===== src/rtl/io_pkg.sv =====
// io_pkg: shared constants for the I/O controller -- status word bit layout
// and default FIFO depths.
package io_pkg;

  // Status word single-bit flag positions
  localparam int STAT_RX_NONEMPTY = 0;
  localparam int STAT_TX_FULL     = 1;
  localparam int STAT_RX_OVF      = 2;
  localparam int STAT_TX_EMPTY    = 3;

  // Status word count-field LSB positions (each field is 8 bits wide)
  localparam int STAT_RX_CNT_LSB  = 8;
  localparam int STAT_TX_CNT_LSB  = 16;

  // Default FIFO depths, as log2 of the entry count
  localparam int DEFAULT_TX_DEPTH_LOG2 = 4;
  localparam int DEFAULT_RX_DEPTH_LOG2 = 4;

endpackage


===== src/rtl/io_controller_sync_fifo.sv =====
// sync_fifo: first-word-fall-through FIFO with a registered count and
// registered full/empty flags. The caller only asserts push when there is
// room (or a pop happens in the same cycle), and only asserts pop when the
// FIFO is not empty; the FIFO itself does not re-check either condition.
module sync_fifo #(
  parameter int DEPTH_LOG2 = 4,
  parameter int WIDTH      = 8
) (
  input  logic                  clk,
  input  logic                  rst,
  input  logic                  push,
  input  logic [WIDTH-1:0]      push_data,
  input  logic                  pop,
  output logic [WIDTH-1:0]      head,
  output logic                  full,
  output logic                  empty,
  output logic [DEPTH_LOG2:0]   count
);

  localparam int DEPTH = 1 << DEPTH_LOG2;
  localparam logic [DEPTH_LOG2:0] DEPTH_CNT = (DEPTH_LOG2 + 1)'(DEPTH);

  logic [WIDTH-1:0]      mem [DEPTH];
  logic [DEPTH_LOG2-1:0] wr_ptr;
  logic [DEPTH_LOG2-1:0] rd_ptr;
  logic [DEPTH_LOG2:0]   count_next;

  // Head is read straight out of storage so a freshly written entry is
  // visible as soon as empty drops.
  assign head = mem[rd_ptr];

  // Next occupancy from this cycle's push/pop pair
  always_comb begin
    count_next = count;
    case ({push, pop})
      2'b10:   count_next = count + 1'b1;
      2'b01:   count_next = count - 1'b1;
      default: count_next = count;
    endcase
  end

  // Storage write; contents are don't-care while the entry is not live
  always_ff @(posedge clk) begin
    if (push) mem[wr_ptr] <= push_data;
  end

  // Pointers, count and the registered flags; pointers wrap modulo depth
  always_ff @(posedge clk or negedge rst) begin
    if (!rst) begin
      wr_ptr <= '0;
      rd_ptr <= '0;
      count  <= '0;
      full   <= 1'b0;
      empty  <= 1'b1;
    end else begin
      if (push) wr_ptr <= wr_ptr + 1'b1;
      if (pop)  rd_ptr <= rd_ptr + 1'b1;
      count <= count_next;
      full  <= (count_next == DEPTH_CNT);
      empty <= (count_next == '0);
    end
  end

endmodule


===== src/rtl/io_controller.sv =====
// io_controller: byte buffering between the pipeline core's I/O port and the
// UART tx/rx engines, using one TX FIFO and one RX FIFO.
// Optional build macro IO_LOOPBACK_EN routes TX FIFO output back into the
// RX FIFO instead of the UART.
//
// Handshakes:
//   core out : a byte is pushed on a cycle with out_issued && !out_stall.
//   core in  : a byte is popped on a cycle with in_issued && !in_stall;
//              in_data carries the head byte while in_stall is low.
//   uart tx  : a byte is transferred on a cycle with tx_valid && tx_ready;
//              tx_data is stable while tx_valid is high and not yet accepted.
//   uart rx  : rx_valid is a one-cycle strobe with no backpressure; a byte
//              that arrives while the RX FIFO is full and nothing pops it
//              is dropped and latches rx_overflow.
module io_controller
  import io_pkg::*;
#(
  parameter int TX_DEPTH_LOG2 = DEFAULT_TX_DEPTH_LOG2,
  parameter int RX_DEPTH_LOG2 = DEFAULT_RX_DEPTH_LOG2
) (
  input  logic        clk,
  input  logic        rst,
  input  logic        out_issued,
  input  logic [31:0] out_data,
  output logic        out_stall,
  input  logic        in_issued,
  output logic [31:0] in_data,
  output logic        in_stall,
  output logic [31:0] status,
  input  logic        ovf_clr,
  output logic [7:0]  tx_data,
  output logic        tx_valid,
  input  logic        tx_ready,
  input  logic [7:0]  rx_data,
  input  logic        rx_valid
);

  logic                 tx_push, tx_pop, tx_full, tx_empty;
  logic [7:0]           tx_head;
  logic [TX_DEPTH_LOG2:0] tx_count;

  logic                 rx_push, rx_pop, rx_full, rx_empty;
  logic [7:0]           rx_head, rx_push_data;
  logic [RX_DEPTH_LOG2:0] rx_count;

  logic                 rx_overflow;
  logic                 ovf_event;

  // Only the low byte of an out request is transmitted
  logic unused_out_hi;
  assign unused_out_hi = ^out_data[31:8];

  // Core side: out_stall/in_stall are the registered FIFO flags, so a pop
  // in the same cycle never unblocks a push into a full TX FIFO.
  assign tx_push   = out_issued && !tx_full;
  assign rx_pop    = in_issued && !rx_empty;
  assign out_stall = tx_full;
  assign in_stall  = rx_empty;
  assign in_data   = rx_empty ? 32'h0 : {24'h0, rx_head};

`ifdef IO_LOOPBACK_EN
  // UART inputs are ignored while looping back
  logic unused_uart_in;
  assign unused_uart_in = ^{tx_ready, rx_data, rx_valid};

  // TX head drains into RX whenever RX has room, so nothing is ever dropped
  assign tx_pop       = !tx_empty && !rx_full;
  assign rx_push      = tx_pop;
  assign rx_push_data = tx_head;
  assign ovf_event    = 1'b0;
  assign tx_valid     = 1'b0;
  assign tx_data      = 8'h00;
`else
  // UART side: FIFO head drives the transmitter; the receiver pushes blindly
  assign tx_valid     = !tx_empty;
  assign tx_data      = tx_empty ? 8'h00 : tx_head;
  assign tx_pop       = tx_valid && tx_ready;
  assign ovf_event    = rx_valid && rx_full && !rx_pop;
  assign rx_push      = rx_valid && !ovf_event;
  assign rx_push_data = rx_data;
`endif

  sync_fifo #(.DEPTH_LOG2(TX_DEPTH_LOG2), .WIDTH(8)) u_tx_fifo (
    .clk       (clk),
    .rst       (rst),
    .push      (tx_push),
    .push_data (out_data[7:0]),
    .pop       (tx_pop),
    .head      (tx_head),
    .full      (tx_full),
    .empty     (tx_empty),
    .count     (tx_count)
  );

  sync_fifo #(.DEPTH_LOG2(RX_DEPTH_LOG2), .WIDTH(8)) u_rx_fifo (
    .clk       (clk),
    .rst       (rst),
    .push      (rx_push),
    .push_data (rx_push_data),
    .pop       (rx_pop),
    .head      (rx_head),
    .full      (rx_full),
    .empty     (rx_empty),
    .count     (rx_count)
  );

  // Sticky overflow flag; a new overflow wins over a coincident clear
  always_ff @(posedge clk or negedge rst) begin
    if (!rst)           rx_overflow <= 1'b0;
    else if (ovf_event) rx_overflow <= 1'b1;
    else if (ovf_clr)   rx_overflow <= 1'b0;
  end

  // Status word assembly; unlisted bits stay zero
  always_comb begin
    status = 32'h0;
    status[STAT_RX_NONEMPTY]         = !rx_empty;
    status[STAT_TX_FULL]             = tx_full;
    status[STAT_RX_OVF]              = rx_overflow;
    status[STAT_TX_EMPTY]            = tx_empty;
    status[STAT_RX_CNT_LSB +: 8]     = 8'(rx_count);
    status[STAT_TX_CNT_LSB +: 8]     = 8'(tx_count);
  end

endmodule

===== config.mk =====
export PLATFORM = sky130hd
export DESIGN_NAME = io_controller
export DESIGN_NICKNAME = d
export VERILOG_FILES = /design/src/rtl/io_pkg.sv /design/src/rtl/io_controller_sync_fifo.sv /design/src/rtl/io_controller.sv
export SDC_FILE = /design/constraint.sdc
export NUM_CORES = 1
export LEC_CHECK = 0
export CELL_PAD_IN_SITES_DETAIL_PLACEMENT = 0
export CELL_PAD_IN_SITES_GLOBAL_PLACEMENT = 1
export CORE_MARGIN = 10
export CORE_UTILIZATION = 50
export CTS_CLUSTER_SIZE = 10
export DETAILED_ROUTE_END_ITERATION = 7
export PLACE_DENSITY = 0.8
export RECOVER_POWER = 50
export SYNTH_ARGS = -nofsm -noshare
export SYNTH_HDL_FRONTEND = slang
export SYNTH_SLANG_ARGS = --single-unit

===== constraint.sdc =====
create_clock -name clk -period 6.95 [get_ports clk]
set_clock_uncertainty 0.1 [all_clocks]
set_input_delay 2.085 -clock clk [delete_from_list [all_inputs] [get_ports clk]]
set_output_delay 2.085 -clock clk [all_outputs]
set_load 0.01 [all_outputs]

==> reports/qor.yml <==
status: "finished with violations"
violations: "capacitance limit, slew limit"
final_max_slew_viol_count: 32
numPortBuffers: 55
core_area_sq_mm: 0.02347
clk_pin_slew_ns: 0.05
fin_crit_sh_pct: 82.52
gp_congestion: 0.7615
post_cts_buffers: 0
cts_sinks: 287
postCtsHoldBufs: 0
power_mw: 5.794
worst_slew_pin_slew_ns: 1.880
drtAntennaViolNets: 0
syn_to_final_growth_pct: 14.12
cap_violations: 1
wl_per_cell_um: 22.81
slew_headroom_pct: -25.30
synth_top_area_share_pct: 64.35
ctsResizeCount: 0
numCtsBuffers: 35
synth-seq-area-share_pct: 70.86
clockBufferDepth: 3
power.density_mw_per_mm2: 425.0
grt-ovfl-total: 0
grt_pass1_wl_mm: 36.14
finalNetCount: 743
ys_ff_latch: 287
syn-instance-count: 617
io_pins: 122
viasPerCell: 5.540
diodes: 0
critical_path_class: "register to output port"
synth_edf_count: 256
rows: 56
drt_iter0_markers: 469
place_area_sq_mm: 0.01261
cts-root-buf: "clkbuf_16"
setup-tns-final_ns: 0
num_vias: 5690
die_area_sq_mm: 0.03048
fillers: 1717
die_height_um: 174.6
synth.distinct_cells: 48
critPathCaptureType: "output port"
max_freq_ghz: 0.1744
p_leak_nw: 4.557
fin_area_sq_mm: 0.01363
synth_top_flop_cell: "edfxtp_1"
die-width_um: 174.6
yosysTopAreaCell: "edfxtp_1"
hold_path_depth: 1
antenna_found_initial: 0
grtUsageTotal_pct: 15.21
htreeDepth: 2
grt_setup_unrepaired: "false"
worst-endpoint-arrival_ns: 3.55
routed_wl_mm: 23.43
drive_gt1_share_pct: 19.77
min_period_ns: 5.735
r2r_setup_slack_ns: 3.57
firstDrtPassIters: 5
syn-cell-area_sq_mm: 0.01195
finalHoldViolations: 0
hpwl_mm: 15.24
drc: 0
finalSetupViolations: 0
start_util_pct: 50.90
vdd_drop_max_v: 0.0002695
insertion_delay_ns: 0.50
grt_pass1_vias: 6123
worstHoldPathType: "register to register"
startpoint_type: "register"
avgSynthCellArea_sq_um: 19.36
ys_async_sr_fraction_pct: 10.80
crit_required_ns: 4.76
cts_tree: "done"
netlist_top_cells_area: "edfxtp_1, mux4_2, dfrtp_1"
r2r_cells: 4
ys_warn_count: 0
grt_max_degree: 36
crit_fanout: 26
[state kept, by name, summed over array words and instances, names as in the netlist, 4 cells and up]
name              flops
u_rx_fifo.mem       128
u_tx_fifo.mem       128
u_rx_fifo.count       5
u_tx_fifo.count       5
u_rx_fifo.rd_ptr      4
u_rx_fifo.wr_ptr      4
u_tx_fifo.rd_ptr      4
u_tx_fifo.wr_ptr      4
[metrics by stage]
step           setup WS (ns)  util (%)  cells  hold WS, ns
3_3_place_gp           1.739     53.72    965       0.3877
3_5_place_dp           1.671     53.72    965       0.4052
6_report               1.215     58.08   1027       0.4179
4_1_cts                1.131     58.17   1027       0.4130
5_1_grt                1.024     58.08   1027       0.4424
2_1_floorplan          2.778         -    658       0.3975
[synthesized netlist by cell type (2+ instances only)]
cell type  number
buf_4          48
nand2b_4        2
nor3_1          7
nand4_1         5
nand2b_1        2
o22ai_1         3
dfstp_2         2
clkbuf_1       15
mux2i_1         2
nand2_1        21
and4_1          4
ha_1           13
o21ai_0         4
nor4b_1         2
inv_1          12
nor3b_1         2
xor2_1          6
mux4_2         80
a21oi_1         3
nand4b_1        2
edfxtp_1      256
mux2_2          2
buf_6           6
buf_2           3
buf_1           3
dfrtp_1        29
and3_1          8
nand3_1         2
xnor2_1        16
and2_1         19
nor2b_1         4
nor2_1         18
[cell families (layout without fill, tap and decap cells)]
| logic type | after synthesis | after routing | share of synthesized area [%] |
|---|---|---|---|
| other | 1 | 42 | 0.03139 |
| AND/OR/NAND/NOR | 104 | 104 | 4.954 |
| AO/OA/AOI/OAI | 19 | 19 | 1.089 |
| multiplexers | 84 | 84 | 15.44 |
| buffers and inverters | 87 | 137 | 4.650 |
| XOR/XNOR | 22 | 22 | 1.613 |
| adder cells (fa/ha/maj) | 13 | 13 | 1.362 |
| flip-flops | 287 | 287 | 70.86 |
[worst max-delay path, cell delays in order, from the launching register on]
cell	delay [ns]
dfrtp_2	0.95
buf_4	0.37
mux4_2	0.54
mux4_2	0.52
and2_1	0.18
clkdlybuf4s50_1	0.48
[path summary, 6_finish.rpt]
kind | to | startpoint
setup / recovery | tx_data[4] | u_tx_fifo.rd_ptr[0]
hold / removal | u_tx_fifo.count[4] | u_tx_fifo.count[4]
setup reg to reg | u_rx_fifo.mem[3][4] | u_rx_fifo.empty
hold reg to reg | u_tx_fifo.count[4] | u_tx_fifo.count[4]
max in group asynchronous | u_tx_fifo.rd_ptr[0] | rst
min in group asynchronous | u_rx_fifo.rd_ptr[1] | rst
[final cells by class]
cell class / instances / area (sq um) / share of cell area, %
clock inverter: 5 / 65.06 / 0.4772
inverter: 12 / 45.04 / 0.3304
timing repair buffer: 63 / 600.6 / 4.405
clock buffer: 57 / 979.7 / 7.186
multi-input combinational: 284 / 3074 / 22.55
sequential: 287 / 8469 / 62.12
tap: 319 / 399.1 / 2.928
[layer usage]
layer / global-route usage [%] / up-vias / routed length (um)
met5: 0 / - / 0
met4: 3.462 / 0 / 321
met3: 3.686 / 34 / 1684
met2: 25.06 / 202 / 11600
met1: 20.17 / 2961 / 9818
li1: - / 2493 / -
[cells in the final DEF (no fill, tap or decap), types with 5 or more instances in the layout]
cell,count
buf_4,7
inv_1,12
clkbuf_16,36
nor3_1,6
dfrtp_1,26
clkdlybuf4s50_1,35
ha_1,13
nand2_1,21
dlygate4sd3_1,19
clkbuf_1,23
nor2_1,18
xnor2_1,16
nand4_1,5
edfxtp_1,256
xor2_1,6
and2_1,19
conb_1,42
mux4_2,80
and3_1,8
[power breakdown]
part | leakage [nW] | internal (mW) | switching (mW)
clock network | 0.502 | 1.00 | 0.643
registers | 2.68 | 2.13 | 0.336
logic | 1.38 | 0.974 | 0.713
total | 4.56 | 4.10 | 1.69
(Power assumes the default switching activity.)
